===== src/rtl/fft_kar_sched.sv =====
// Karatsuba twiddle-multiply phase scheduler: locks an f/R/I slot schedule to the
// 1x sync pulse, feeds one shared pipelined multiplier and recombines its products.
module fft_kar_sched #(
  parameter int DW       = 25,
  parameter int TW       = 10,
  parameter int MUL_LAT  = 2,
  parameter int LOCK_CNT = 4
) (
  input  logic                    clk_3x_i,
  input  logic                    rst_n,
  input  logic                    sync_i,
  input  logic                    in_valid_i,
  input  logic signed [DW-1:0]    x_re_i,
  input  logic signed [DW-1:0]    x_im_i,
  input  logic signed [TW-1:0]    w_re_i,
  input  logic signed [TW-1:0]    w_im_i,
  output logic signed [DW:0]      mul_a_o,
  output logic signed [TW:0]      mul_b_o,
  input  logic signed [DW+TW+1:0] dsp_p_i,
  output logic signed [DW-1:0]    z_re_o,
  output logic signed [DW-1:0]    z_im_o,
  output logic                    out_valid_o,
  output logic                    sat_o,
  output logic                    locked_o,
  output logic                    slip_err_o
);

  localparam int PW = DW + TW + 2;
  localparam int CW = $clog2(LOCK_CNT + 1);

  localparam logic [1:0] S_UNLOCK = 2'd0;
  localparam logic [1:0] S_P0     = 2'd1;
  localparam logic [1:0] S_P1     = 2'd2;
  localparam logic [1:0] S_P2     = 2'd3;

  localparam logic signed [DW-1:0] ZMAX = {1'b0, {(DW-1){1'b1}}};
  localparam logic signed [DW-1:0] ZMIN = {1'b1, {(DW-1){1'b0}}};

  logic [1:0]             r_state, w_state_nxt;
  logic [CW-1:0]          r_lock_cnt;
  logic                   r_slip, r_cur_v, w_cur_v_nxt;
  logic                   w_early_sync, w_missing;
  logic signed [DW-1:0]   r_xr, r_xi, w_xr, w_xi;
  logic signed [TW-1:0]   r_wr, r_wi, w_wr, w_wi;
  logic signed [DW:0]     r_mul_a, w_mul_a;
  logic signed [TW:0]     r_mul_b, w_mul_b;
  logic [MUL_LAT:0]       r_tag_v;
  logic [1:0]             r_tag_s [0:MUL_LAT];
  logic signed [PW-1:0]   r_f, r_r, w_i;
  logic signed [PW-1:0]   w_sh_re, w_sh_im;
  logic signed [DW-1:0]   w_zre, w_zim, r_zre, r_zim;
  logic                   w_sat_re, w_sat_im, r_out_v, r_sat;

  always_comb begin
    w_early_sync = sync_i && ((r_state == S_P0) || (r_state == S_P1));
    w_missing    = !sync_i && (r_state == S_P2);

    w_state_nxt = S_UNLOCK;
    case (r_state)
      S_UNLOCK: w_state_nxt = sync_i ? S_P0 : S_UNLOCK;
      S_P0:     w_state_nxt = sync_i ? S_P0 : S_P1;
      S_P1:     w_state_nxt = sync_i ? S_P0 : S_P2;
      default:  w_state_nxt = S_P0;
    endcase

    // a free-running P0 after a missing sync carries no sample
    w_cur_v_nxt = sync_i ? in_valid_i : ((r_state == S_P2) ? 1'b0 : r_cur_v);

    // slot 0 is issued in the sync cycle itself, so it reads the ports directly
    w_xr = sync_i ? x_re_i : r_xr;
    w_xi = sync_i ? x_im_i : r_xi;
    w_wr = sync_i ? w_re_i : r_wr;
    w_wi = sync_i ? w_im_i : r_wi;

    w_mul_a = '0;
    w_mul_b = '0;
    case (w_state_nxt)
      S_P0: begin
        w_mul_a = {w_xr[DW-1], w_xr} - {w_xi[DW-1], w_xi};
        w_mul_b = {w_wr[TW-1], w_wr};
      end
      S_P1: begin
        w_mul_a = {w_xi[DW-1], w_xi};
        w_mul_b = {w_wr[TW-1], w_wr} - {w_wi[TW-1], w_wi};
      end
      S_P2: begin
        w_mul_a = {w_xr[DW-1], w_xr};
        w_mul_b = {w_wr[TW-1], w_wr} + {w_wi[TW-1], w_wi};
      end
      default: ;
    endcase

    w_i     = dsp_p_i - r_f;
    w_sh_re = r_r >>> (TW - 1);
    w_sh_im = w_i >>> (TW - 1);
    // in range only if everything above the result's sign bit matches it
    w_sat_re = !((w_sh_re[PW-1:DW-1] == '0) || (w_sh_re[PW-1:DW-1] == '1));
    w_sat_im = !((w_sh_im[PW-1:DW-1] == '0) || (w_sh_im[PW-1:DW-1] == '1));
    w_zre = w_sat_re ? (r_r[PW-1] ? ZMIN : ZMAX) : w_sh_re[DW-1:0];
    w_zim = w_sat_im ? (w_i[PW-1] ? ZMIN : ZMAX) : w_sh_im[DW-1:0];
  end

  always_ff @(posedge clk_3x_i) begin
    if (!rst_n) begin
      r_state    <= S_UNLOCK;
      r_lock_cnt <= '0;
      r_slip     <= 1'b0;
      r_cur_v    <= 1'b0;
      r_xr       <= '0;
      r_xi       <= '0;
      r_wr       <= '0;
      r_wi       <= '0;
      r_mul_a    <= '0;
      r_mul_b    <= '0;
      r_tag_v    <= '0;
      for (int unsigned k = 0; k <= MUL_LAT; k++) r_tag_s[k] <= '0;
    end else begin
      r_state <= w_state_nxt;
      r_cur_v <= w_cur_v_nxt;
      r_mul_a <= w_mul_a;
      r_mul_b <= w_mul_b;
      r_slip  <= w_early_sync || w_missing;
      if (sync_i) begin
        r_xr <= x_re_i;
        r_xi <= x_im_i;
        r_wr <= w_re_i;
        r_wi <= w_im_i;
      end
      if (w_early_sync || w_missing)
        r_lock_cnt <= '0;
      else if (sync_i && (r_state == S_P2) && (r_lock_cnt != CW'(LOCK_CNT)))
        r_lock_cnt <= r_lock_cnt + CW'(1);
      r_tag_v[0] <= w_cur_v_nxt && (w_state_nxt != S_UNLOCK);
      r_tag_s[0] <= w_state_nxt;
      // the slot interrupted by an early sync is killed as it leaves the issue stage
      r_tag_v[1] <= r_tag_v[0] && !w_early_sync;
      r_tag_s[1] <= r_tag_s[0];
      for (int unsigned k = 2; k <= MUL_LAT; k++) begin
        r_tag_v[k] <= r_tag_v[k-1];
        r_tag_s[k] <= r_tag_s[k-1];
      end
    end
  end

  always_ff @(posedge clk_3x_i) begin
    if (!rst_n) begin
      r_f     <= '0;
      r_r     <= '0;
      r_zre   <= '0;
      r_zim   <= '0;
      r_out_v <= 1'b0;
      r_sat   <= 1'b0;
    end else begin
      r_out_v <= 1'b0;
      r_sat   <= 1'b0;
      if (r_tag_v[MUL_LAT]) begin
        case (r_tag_s[MUL_LAT])
          S_P0: r_f <= dsp_p_i;
          S_P1: r_r <= dsp_p_i + r_f;
          S_P2: begin
            r_zre   <= w_zre;
            r_zim   <= w_zim;
            r_out_v <= 1'b1;
            r_sat   <= w_sat_re || w_sat_im;
          end
          default: ;
        endcase
      end
    end
  end

  assign mul_a_o     = r_mul_a;
  assign mul_b_o     = r_mul_b;
  assign z_re_o      = r_zre;
  assign z_im_o      = r_zim;
  assign out_valid_o = r_out_v;
  assign sat_o       = r_sat;
  assign locked_o    = (r_lock_cnt == CW'(LOCK_CNT));
  assign slip_err_o  = r_slip;

endmodule


===== config.mk =====
export PLATFORM = sky130hd
export DESIGN_NAME = fft_kar_sched
export DESIGN_NICKNAME = d
export VERILOG_FILES = /design/src/rtl/fft_kar_sched.sv
export SDC_FILE = /design/constraint.sdc
export NUM_CORES = 1
export LEC_CHECK = 0
export BUFFER_PORTS_ARGS = -buffer_cell sky130_fd_sc_hd__buf_2
export CAP_MARGIN = 15
export CORE_MARGIN = 2
export CORE_UTILIZATION = 60
export CTS_BUF_LIST = sky130_fd_sc_hd__clkbuf_2 sky130_fd_sc_hd__clkbuf_4 sky130_fd_sc_hd__clkbuf_8
export CTS_CLUSTER_DIAMETER = 40
export DETAILED_ROUTE_END_ITERATION = 10
export PLACE_DENSITY = 0.84
export SETUP_SLACK_MARGIN = 0.3
export SYNTH_ARGS = -nofsm -noshare
export SYNTH_HDL_FRONTEND = slang
export SYNTH_SLANG_ARGS = --single-unit

===== constraint.sdc =====
create_clock -name clk_3x_i -period 12.7 [get_ports clk_3x_i]
set_input_delay 3.175 -clock clk_3x_i [delete_from_list [all_inputs] [get_ports clk_3x_i]]
set_output_delay 3.175 -clock clk_3x_i [all_outputs]
set_load 0.02 [all_outputs]

After elaboration in Yosys (flattened, before gate mapping)
Memory sizes are Yosys's and may differ from the RTL's. Index checks and enable logic that the tools add are counted.

Register bits after elaboration: 243. Bits in writable memories: 6. Input port bits: 111. Output and inout port bits: 91. Logic and storage cells: 88. Memories kept: 1.

Add/subtract/negate cells: 6. Equality and inequality tests: 13. Muxes and demuxes: 22. Bitwise logic cells: 4. Reduce and logical (&&, ||, !) cells: 25.

Memory list: r_tag_s (words 3, bits a word 2, read ports 3, clocked after Yosys merged registers in 0, write ports 3, RTL line 48) `logic [1:0] r_tag_s [0:MUL_LAT];`.

Operator list (number): 25-bit two-way mux (6); 26-bit one-hot mux with 3 select lines (1); 37-bit adder (1); 37-bit subtractor (1); 11-bit one-hot mux with 3 select lines (1); 13-bit == test (second input constant) (2); 13-bit zero test (2); 25-bit by 25-bit subtractor with 26-bit output (1); 10-bit two-way mux (2); 2-bit == test (second input constant) (6); 10-bit by 10-bit adder with 11-bit output (1); 10-bit by 10-bit subtractor with 11-bit output (1); 2-bit two-way mux (5); 2-bit AND reduction (4); 2-bit by 1-bit == test with 1-bit output (second input constant) (3); 1-bit logical AND (6); 1-bit two-way mux (6); 2-bit one-hot mux with 3 select lines (1); 1-bit logical OR (5); 1-bit zero test (4); 3-bit by 1-bit adder with 3-bit output (second input constant) (1); 3-bit == test (second input constant) (1); 3-bit != test (second input constant) (1); 1-bit bitwise OR (3); 5 further kinds (5).

Longest topological paths before layout
Gate-level depths: netlist of the first run.

Depth after elaboration: 5. Mapped depth: 20. Mapped depth without buffers: 18.

Worst setup path after synthesis of the first run
No wires, ideal clock.

Path kind: input to register. Start point: input port sync_i. End point: register r_mul_a[18] (netlist: mul_a_o[18]). Setup time: 0.128 ns. Arrival: 7.155 ns. Data required time: 12.572 ns. Path slack: 5.417 ns. Stages on the path: 19. Path buffers: 4. Cells stage by stage: buf_2 > buf_1 > buf_2 > buf_1 > mux2i_1 > inv_1 > ha_1 > inv_1 > fa_1 > a21o_1 > a21o_1 > a2111oi_0 > o211ai_1 > o211ai_1 > o21a_1 > o21ai_0 > xor2_1 > a221oi_1 > nor2_1.

Elaborated cells between the ends (all ways): 11. Those cells by class: add/sub: 1; eq/ne: 3; mux: 7.

RTL lines: from (decl) (RTL line 11) `input logic sync_i,`; 25-bit two-way mux; named net w_xi[0] (RTL line 43) `logic signed [DW-1:0] r_xr, r_xi, w_xr, w_xi;`; 25-bit by 25-bit subtractor with 26-bit output (RTL line 79) `w_mul_a = {w_xr[DW-1], w_xr} - {w_xi[DW-1], w_xi};`; 26-bit one-hot mux with 3 select lines (RTL line 77) `case (w_state_nxt)`; to (signal assigned) (RTL line 120) `r_mul_a <= w_mul_a;`; to (decl) (RTL line 45) `logic signed [DW:0] r_mul_a, w_mul_a;`.

The timed path passes the listed nets, and every way through them passes these cells. A chain may end at the register's enable or synchronous reset.

Final worst setup path of the first run
Start point: input port sync_i. End point: register r_mul_a[24] (netlist: mul_a_o[24]).

Cells in the longest elaborated chain, start to end: 4. Elaborated cells between the ends (all ways): 11. Those cells by class: add/sub: 1; eq/ne: 3; mux: 7.

Ends and longest elaborated chain (RTL line): parallel branches: the longest is 3 deep, another holds 25-bit by 25-bit subtractor with 26-bit output; 26-bit one-hot mux with 3 select lines (*) (77).

Mark *: on every way between the ends.

==> flow_summary.yaml, run 1 <==
detailed_routing:
  drt-total-wl_um: 36350
  viasPerCell: 5.851
  drt_pass1_iterations: 5
  drc_errors: 0
  via_count: 12550
  drtIter0Drc: 831
  wl_per_cell_um: 16.94
  drtAntennaViolNets: 0
min_path:
  hp-class: "reg -> reg"
  min_delay_path_depth: 1
finish:
  fin_nets: 2056
  fill_cells: 1753
  drive_gt1_share_pct: 19.10
  fin_area_um2: 15920
  area_growth_pct: 14.60
setup_path:
  cp.buffers_inverters: 3
  worstSetupPathDepth: 16
  crit_path_end_kind: "register"
  r2r_cells: 18
  crit_path_top_delay_cell: "buf_4"
  slowest_delay_ns: 0.75
  worst-path-max-fanout: 55
  arrival_ns: 7.53
  crit_chain: "buf_4, buf_4, mux2i_1, ha_1, inv_1, fa_1, a21o_1, a21o_1, a2111oi_0, o211ai_1, a31oi_1, nor3b_1, o21ai_0, a21oi_1, o211ai_1, o311ai_0"
  cp_top_family: "compound AO/OA/AOI/OAI gates"
  critPathLaunchType: "input port"
  critPathKind: "in -> reg"
  required_ns: 13.13
yosys:
  synth.most_common_cell: "dfxtp_1"
  synth_seq_cells: 238
  syn_avg_cell_area_um2: 8.339
  yosys-top-cells-area: "dfxtp_1 (34%), ha_1 (10%), a21oi_1 (6.2%), nor2_1 (5.9%), mux2i_1 (3.7%)"
  synth_edf_count: 0
  synth_warnings: 0
  yosys.area.top_type: "dfxtp_1"
  syn_nets: 1891
  yosysTopAreaCellShare_pct: 34.29
  postSynthCellCount: 1666
  yosysUniqueCellTypes: 84
  yosys-top-cells-count: "dfxtp_1 (238), nor2_1 (217), a21oi_1 (171)"
  ys.flop_type: "dfxtp_1"
  syn_area_um2: 13890
  yosysSeqAreaShare_pct: 34.29
  async_flop_share_pct: 0
sta:
  setup_violations: 0
  setup_slack_ns: 5.604
  max-slew-margin-rel_pct: 20.31
  final_hold_viol_count: 0
  rsz0062_at_grt: "false"
  worst_slew_pin_slew_ns: 1.195
  period_share_pct: 55.87
  skew_ns: 0.03512
  finalCriticalPeriod_ns: 7.096
  final_max_slew_viol_count: 0
  timing.hold.ws_ns: 0.4330
  fmax_ghz: 0.1409
  tns_ns: 0
floorplanning:
  die_area_um2: 24390
  io_pins: 202
  initial_core_util_pct: 61.18
  core_um2: 22710
  placementRows: 55
  die_w_um: 156.2
  die_h_um: 156.2
place:
  io_buffers: 201
  place_area_um2: 14920
  gp_congestion: 0.9635
  dp_hpwl_um: 25500
  post-place-ws_ns: 5.103
cts:
  cts_sinks: 238
  hold_buffers: 0
  cts-resized-gates: 0
  cts.htree.levels: 2
  path_clk_slew_ns: 0.06
  cts_setup_buffers: 0
  numCtsBuffers: 43
  cts_tree: "done"
  cts_buffer_depth: 3
  clockRootBuffer: "clkbuf_8"
  insertion_delay_ns: 0.57
outcome:
  status: "finished clean"
power_and_ir_drop:
  ir_drop_uv: 77.94
  power.total_mw: 1.987
  power_density_nw_per_um2: 124.8
  p_leak_nw: 7.016
global_route:
  busiest_layer: "met2"
  grt_overflow: 0
  met1_usage_pct: 34.89
  met2_usage_pct: 51.73
  grt_pass1_vias: 12130
  grt_usage_pct: 29.14
  grt_use_met3_pct: 4.278
  grt_max_degree: 100
  antenna_found_initial: 1
  grt_pass1_wl_um: 58330
job:
  cap_violations: 0
## per-stage QoR
step	utilization (%)	cells
2_1_floorplan	-	1666
3_3_place_gp	65.69	2071
3_5_place_dp	65.69	2071
4_1_cts	70.10	2144
5_1_grt	70.11	2145
6_report	70.11	2145
## logic make-up after synthesis
family	count (synthesis)	synth area share, %
simple gates	502	16.24
compound gates	471	22.51
flops	238	34.29
buf+inv	184	5.592
fa+ha+maj	114	10.37
xor+xnor	82	5.304
mux	75	5.692
## report_power, final
part	internal (mW)	total, mW	switching [mW]	leakage [nW]
logic	0.148	0.365	0.217	4.56
registers	0.773	0.782	0.00910	1.94
clock network	0.516	0.840	0.324	0.519
total	1.44	1.99	0.551	7.02
## cell type report
cell class / instances / area (um^2) / area share, %
multi-input cells: 1244 / 8366 / 52.54
diodes: 1 / 2.502 / 0.01572
clock buffers: 60 / 769.5 / 4.833
inverters: 94 / 354.1 / 2.224
repair buffers: 210 / 1076 / 6.758
well taps: 285 / 356.6 / 2.240
clock inverters: 13 / 232.7 / 1.462
flip-flops and latches: 238 / 4765 / 29.93
## routing by layer
layer	share of wire, %	vias to the layer above
met1	41	5844
met4	3.7	0
met3	6.5	93
li1	-	6117
met2	49	496
met5	0	-
## cell usage in the layout, fill, tap and decap left out, drive strengths merged, types with 6 or more instances in the layout
master and count:
a211oi 23, a21o 26, a21oi 173, a221oi 17, a31oi 10, and2 31, and3 6, buf 210
bufinv 6, clkbuf 60, dfxtp 238, ha 112, inv 97, mux2 22, mux2i 53, nand2 139
nand2b 24, nand3 18, nor2 217, nor2b 11, nor3 22, o211ai 7, o21a 15, o21ai 98
o21bai 15, o22ai 39, o31ai 12, or3 14, xnor2 60, xor2 22
## path summary, 6_finish.rpt
kind	start	to	slack, ns
max	sync_i	mul_a_o[24]	5.60
min	r_tag_s[0][2]	r_tag_s[0][4]	0.43
max reg2reg	r_tag_s[0][1]	mul_b_o[10]	8.26
min reg2reg	r_tag_s[0][2]	r_tag_s[0][4]	0.43
## registers in the layout, indices dropped and copies added, names as in the netlist
name,count
r_state,1
mul_b_o,11
z_re_o,25
r_xr,25
z_im_o,25
r_f,37
r_r,28
r_wi,10
r_tag_v,3
r_wr,10
r_xi,25
sat_o,1
slip_err_o,1
r_lock_cnt,3
mul_a_o,26
r_tag_s,5
out_valid_o,1
r_cur_v,1
Power figures use the tool's default switching activity.
==> run 2, diff against run 1 <==
--- a/config.mk
+++ b/config.mk
@@ -5,6 +5,7 @@
 export SDC_FILE = /design/constraint.sdc
 export NUM_CORES = 1
 export LEC_CHECK = 0
+export ABC_AREA = 1
 export BUFFER_PORTS_ARGS = -buffer_cell sky130_fd_sc_hd__buf_2
 export CAP_MARGIN = 15
 export CORE_MARGIN = 2
@@ -12,7 +13,7 @@
 export CTS_BUF_LIST = sky130_fd_sc_hd__clkbuf_2 sky130_fd_sc_hd__clkbuf_4 sky130_fd_sc_hd__clkbuf_8
 export CTS_CLUSTER_DIAMETER = 40
 export DETAILED_ROUTE_END_ITERATION = 10
-export PLACE_DENSITY = 0.84
+export PLACE_DENSITY = 0.83
 export SETUP_SLACK_MARGIN = 0.3
 export SYNTH_ARGS = -nofsm -noshare
 export SYNTH_HDL_FRONTEND = slang
==> constraint.sdc (replaced) <==
create_clock -name clk_3x_i -period 7 [get_ports clk_3x_i]
set_input_delay 1.75 -clock clk_3x_i [delete_from_list [all_inputs] [get_ports clk_3x_i]]
set_output_delay 1.75 -clock clk_3x_i [all_outputs]
set_load 0.02 [all_outputs]
==> run 2 against run 1 <==
  * Setup slack worse by 3.5 ns
  * Core utilization is 0.40 points lower
  * Register-to-register slack lost 4.9 ns
  * Worst hold slack worse by 0.00083 ns
  * Flip-flop and latch count unchanged
  * Synthesized cell count rose by 39%
  * Total power rose by 84%
  * Die area increased by 11%
  * Critical endpoint is now mul_a_o[12]
  * Highest routed layer unchanged
==> flow_summary.yaml, run 2 <==
outcome:
  status: "finished clean"
power_and_ir_drop:
  swShare_pct: 31.63
  internal-power_mw: 2.496
  clockPowerShare_pct: 40.1
  pwr-share-comb_pct: 20.9
  power.total_mw: 3.651
  ir_drop_uv: 250.2
  p_leak_nw: 8.799
  p_sw_mw: 1.155
  power_density_nw_per_um2: 208.0
  power_frac_seq_pct: 39.0
finish:
  layout_commonest_cell: "nand2_1"
  largest_reg_flops: 37
  fill_cells: 2264
  diodes: 0
  final_util_pct: 69.71
  final_cell_mix: "nand2_1 (386), nor2_1 (345), inv_1 (298)"
  fin_nets: 2723
  fin_area_um2: 17550
  area_growth_pct: 13.77
  top_register: "r_f"
  drive_gt1_share_pct: 15.52
  layout.cells.non_filler: 2863
floorplanning:
  die_h_um: 164.4
  io_pins: 202
  core_um2: 25180
  die_area_um2: 27020
  die_w_um: 164.4
  initial_core_util_pct: 61.27
  placementRows: 58
yosys:
  synth.most_common_cell: "nand2_1"
  synth_warnings: 0
  syn_avg_cell_area_um2: 6.642
  yosysTopAreaCellShare_pct: 30.88
  synth_edf_count: 0
  yosys-top-cells-area: "dfxtp_1 (31%), nand2_1 (9.4%), ha_1 (9.1%), nor2_1 (8.4%), a21oi_1 (8.1%)"
  yosys-top-cells-count: "nand2_1 (386), nor2_1 (346), inv_1 (298)"
  postSynthCellCount: 2323
  syn_area_um2: 15430
  async_flop_share_pct: 0
  yosysUniqueCellTypes: 55
  yosys.area.top_type: "dfxtp_1"
  yosysSeqAreaShare_pct: 30.88
  syn_nets: 2548
  ys.flop_type: "dfxtp_1"
  synth_seq_cells: 238
global_route:
  grt_max_degree: 114
  grt_pass1_vias: 15170
  antenna_found_initial: 0
  grt_overflow: 0
  grt_usage_pct: 33.32
  grt_pass1_wl_um: 72850
detailed_routing:
  via_count: 15690
  viasPerCell: 5.479
  wl_per_cell_um: 15.97
  drt-total-wl_um: 45710
  drtAntennaViolNets: 0
  drt_pass1_iterations: 6
  drtIter0Drc: 1090
  drc_errors: 0
setup_path:
  worst-path-max-fanout: 75
  cp_top_family: "compound AO/OA/AOI/OAI gates"
  required_ns: 7.47
  cp.buffers_inverters: 3
  critPathKind: "in -> reg"
  crit_chain: "buf_2, buf_4, mux2i_1, ha_1, inv_1, fa_1, nand2_1, o21a_1, o21ai_0, nand2_1, o21ai_0, a21oi_1, a21oi_1, o21ai_0, a21oi_1"
  slowest_delay_ns: 0.68
  crit_path_top_delay_cell: "buf_4"
  arrival_ns: 5.37
  crit_path_end_kind: "register"
  critPathLaunchType: "input port"
sta:
  final_max_slew_viol_count: 0
  period_share_pct: 70.00
  skew_ns: 0.01579
  timing.hold.ws_ns: 0.4321
  final_hold_viol_count: 0
  worst_slew_pin_slew_ns: 1.080
  rsz0062_at_grt: "false"
  max-slew-margin-rel_pct: 27.98
  fmax_ghz: 0.2041
  setup_slack_ns: 2.100
  tns_ns: 0
  setup_violations: 0
  finalCriticalPeriod_ns: 4.900
cts:
  cts-resized-gates: 0
  insertion_delay_ns: 0.57
  cts_buffer_depth: 3
  hold_buffers: 0
  cts_sinks: 238
  path_clk_slew_ns: 0.06
  numCtsBuffers: 43
  cts_tree: "done"
  cts_setup_buffers: 0
  clockRootBuffer: "clkbuf_8"
  cts.htree.levels: 2
place:
  gp_congestion: 0.9687
  dp.cells: 2782
  dp_hpwl_um: 34730
  post-place-ws_ns: 1.510
  place_area_um2: 16560
  io_buffers: 201
job:
  cap_violations: 0
min_path:
  hp-class: "reg -> reg"
==> run 2: cell count changes in the layout (fill, tap and decap cells not counted), sizes merged, moves of 26 or more <==
cell,before,now
a21oi,173,249
and2,31,5
inv,97,308
nand2,139,404
nand3,18,70
nor2,217,367
o21ai,98,235
o22ai,39,8
or2,2,50
xnor2,60,4
==> run 2: cell families (layout without fill, tap and decap cells) <==
family	Yosys count	in the layout	share of synthesized area [%]
buffers and inverters	387	597	9.771
adders and majority gates	114	114	9.342
and+or+nand+nor	948	948	26.06
muxes	28	28	1.816
AOI/OAI and AO/OA	568	568	19.86
DFF	238	238	30.88
xor gates and xnor gates	40	40	2.270
==> run 2: per-layer routing <==
metal  vias up  global-route usage (%)  part of all wire [%]
li1       7914                       -                     -
met1      7153                   40.42                    42
met2       498                   58.58                    48
met3       122                   4.773                   5.9
met4         0                   14.43                   4.3
met5         -                       0                     0
==> run 2: final cells by class <==
type / count / area, um^2 / share of cell area (%)
Clock inverter: 20 / 207.7 / 1.183
Tap cell: 330 / 412.9 / 2.352
Inverter: 307 / 1152 / 6.565
Sequential cell: 238 / 4765 / 27.14
Timing Repair Buffer: 210 / 1094 / 6.230
Clock buffer: 60 / 763.2 / 4.348
Multi-Input combinational cell: 1698 / 9160 / 52.18
==> run 2: worst min-delay path, delay by kind of cell (launching register included) <==
kind / cells / cell delay, ns
flops: 1 / 0.31
simple gates: 1 / 0.05
buf+inv: 1 / 0.05
==> run 2: power by group through the flow <==
stage	registers [mW]	logic, mW	clock network [mW]
floorplan	1.48	0.508	0
global route	1.43	0.850	1.55
CTS	1.42	0.752	1.48
finish	1.42	0.765	1.46
global placement	1.45	0.734	0
detailed placement	1.45	0.746	0
==> run 2: worst paths after layout <==
check / from / end / slack (ns) / cells after the start
max: sync_i / mul_a_o[12] / 2.10 / 15
min: r_tag_s[0][3] / r_tag_s[0][5] / 0.43 / 2
max reg2reg: r_tag_s[0][1] / mul_b_o[8] / 3.35 / 19
min reg2reg: r_tag_s[0][3] / r_tag_s[0][5] / 0.43 / 2
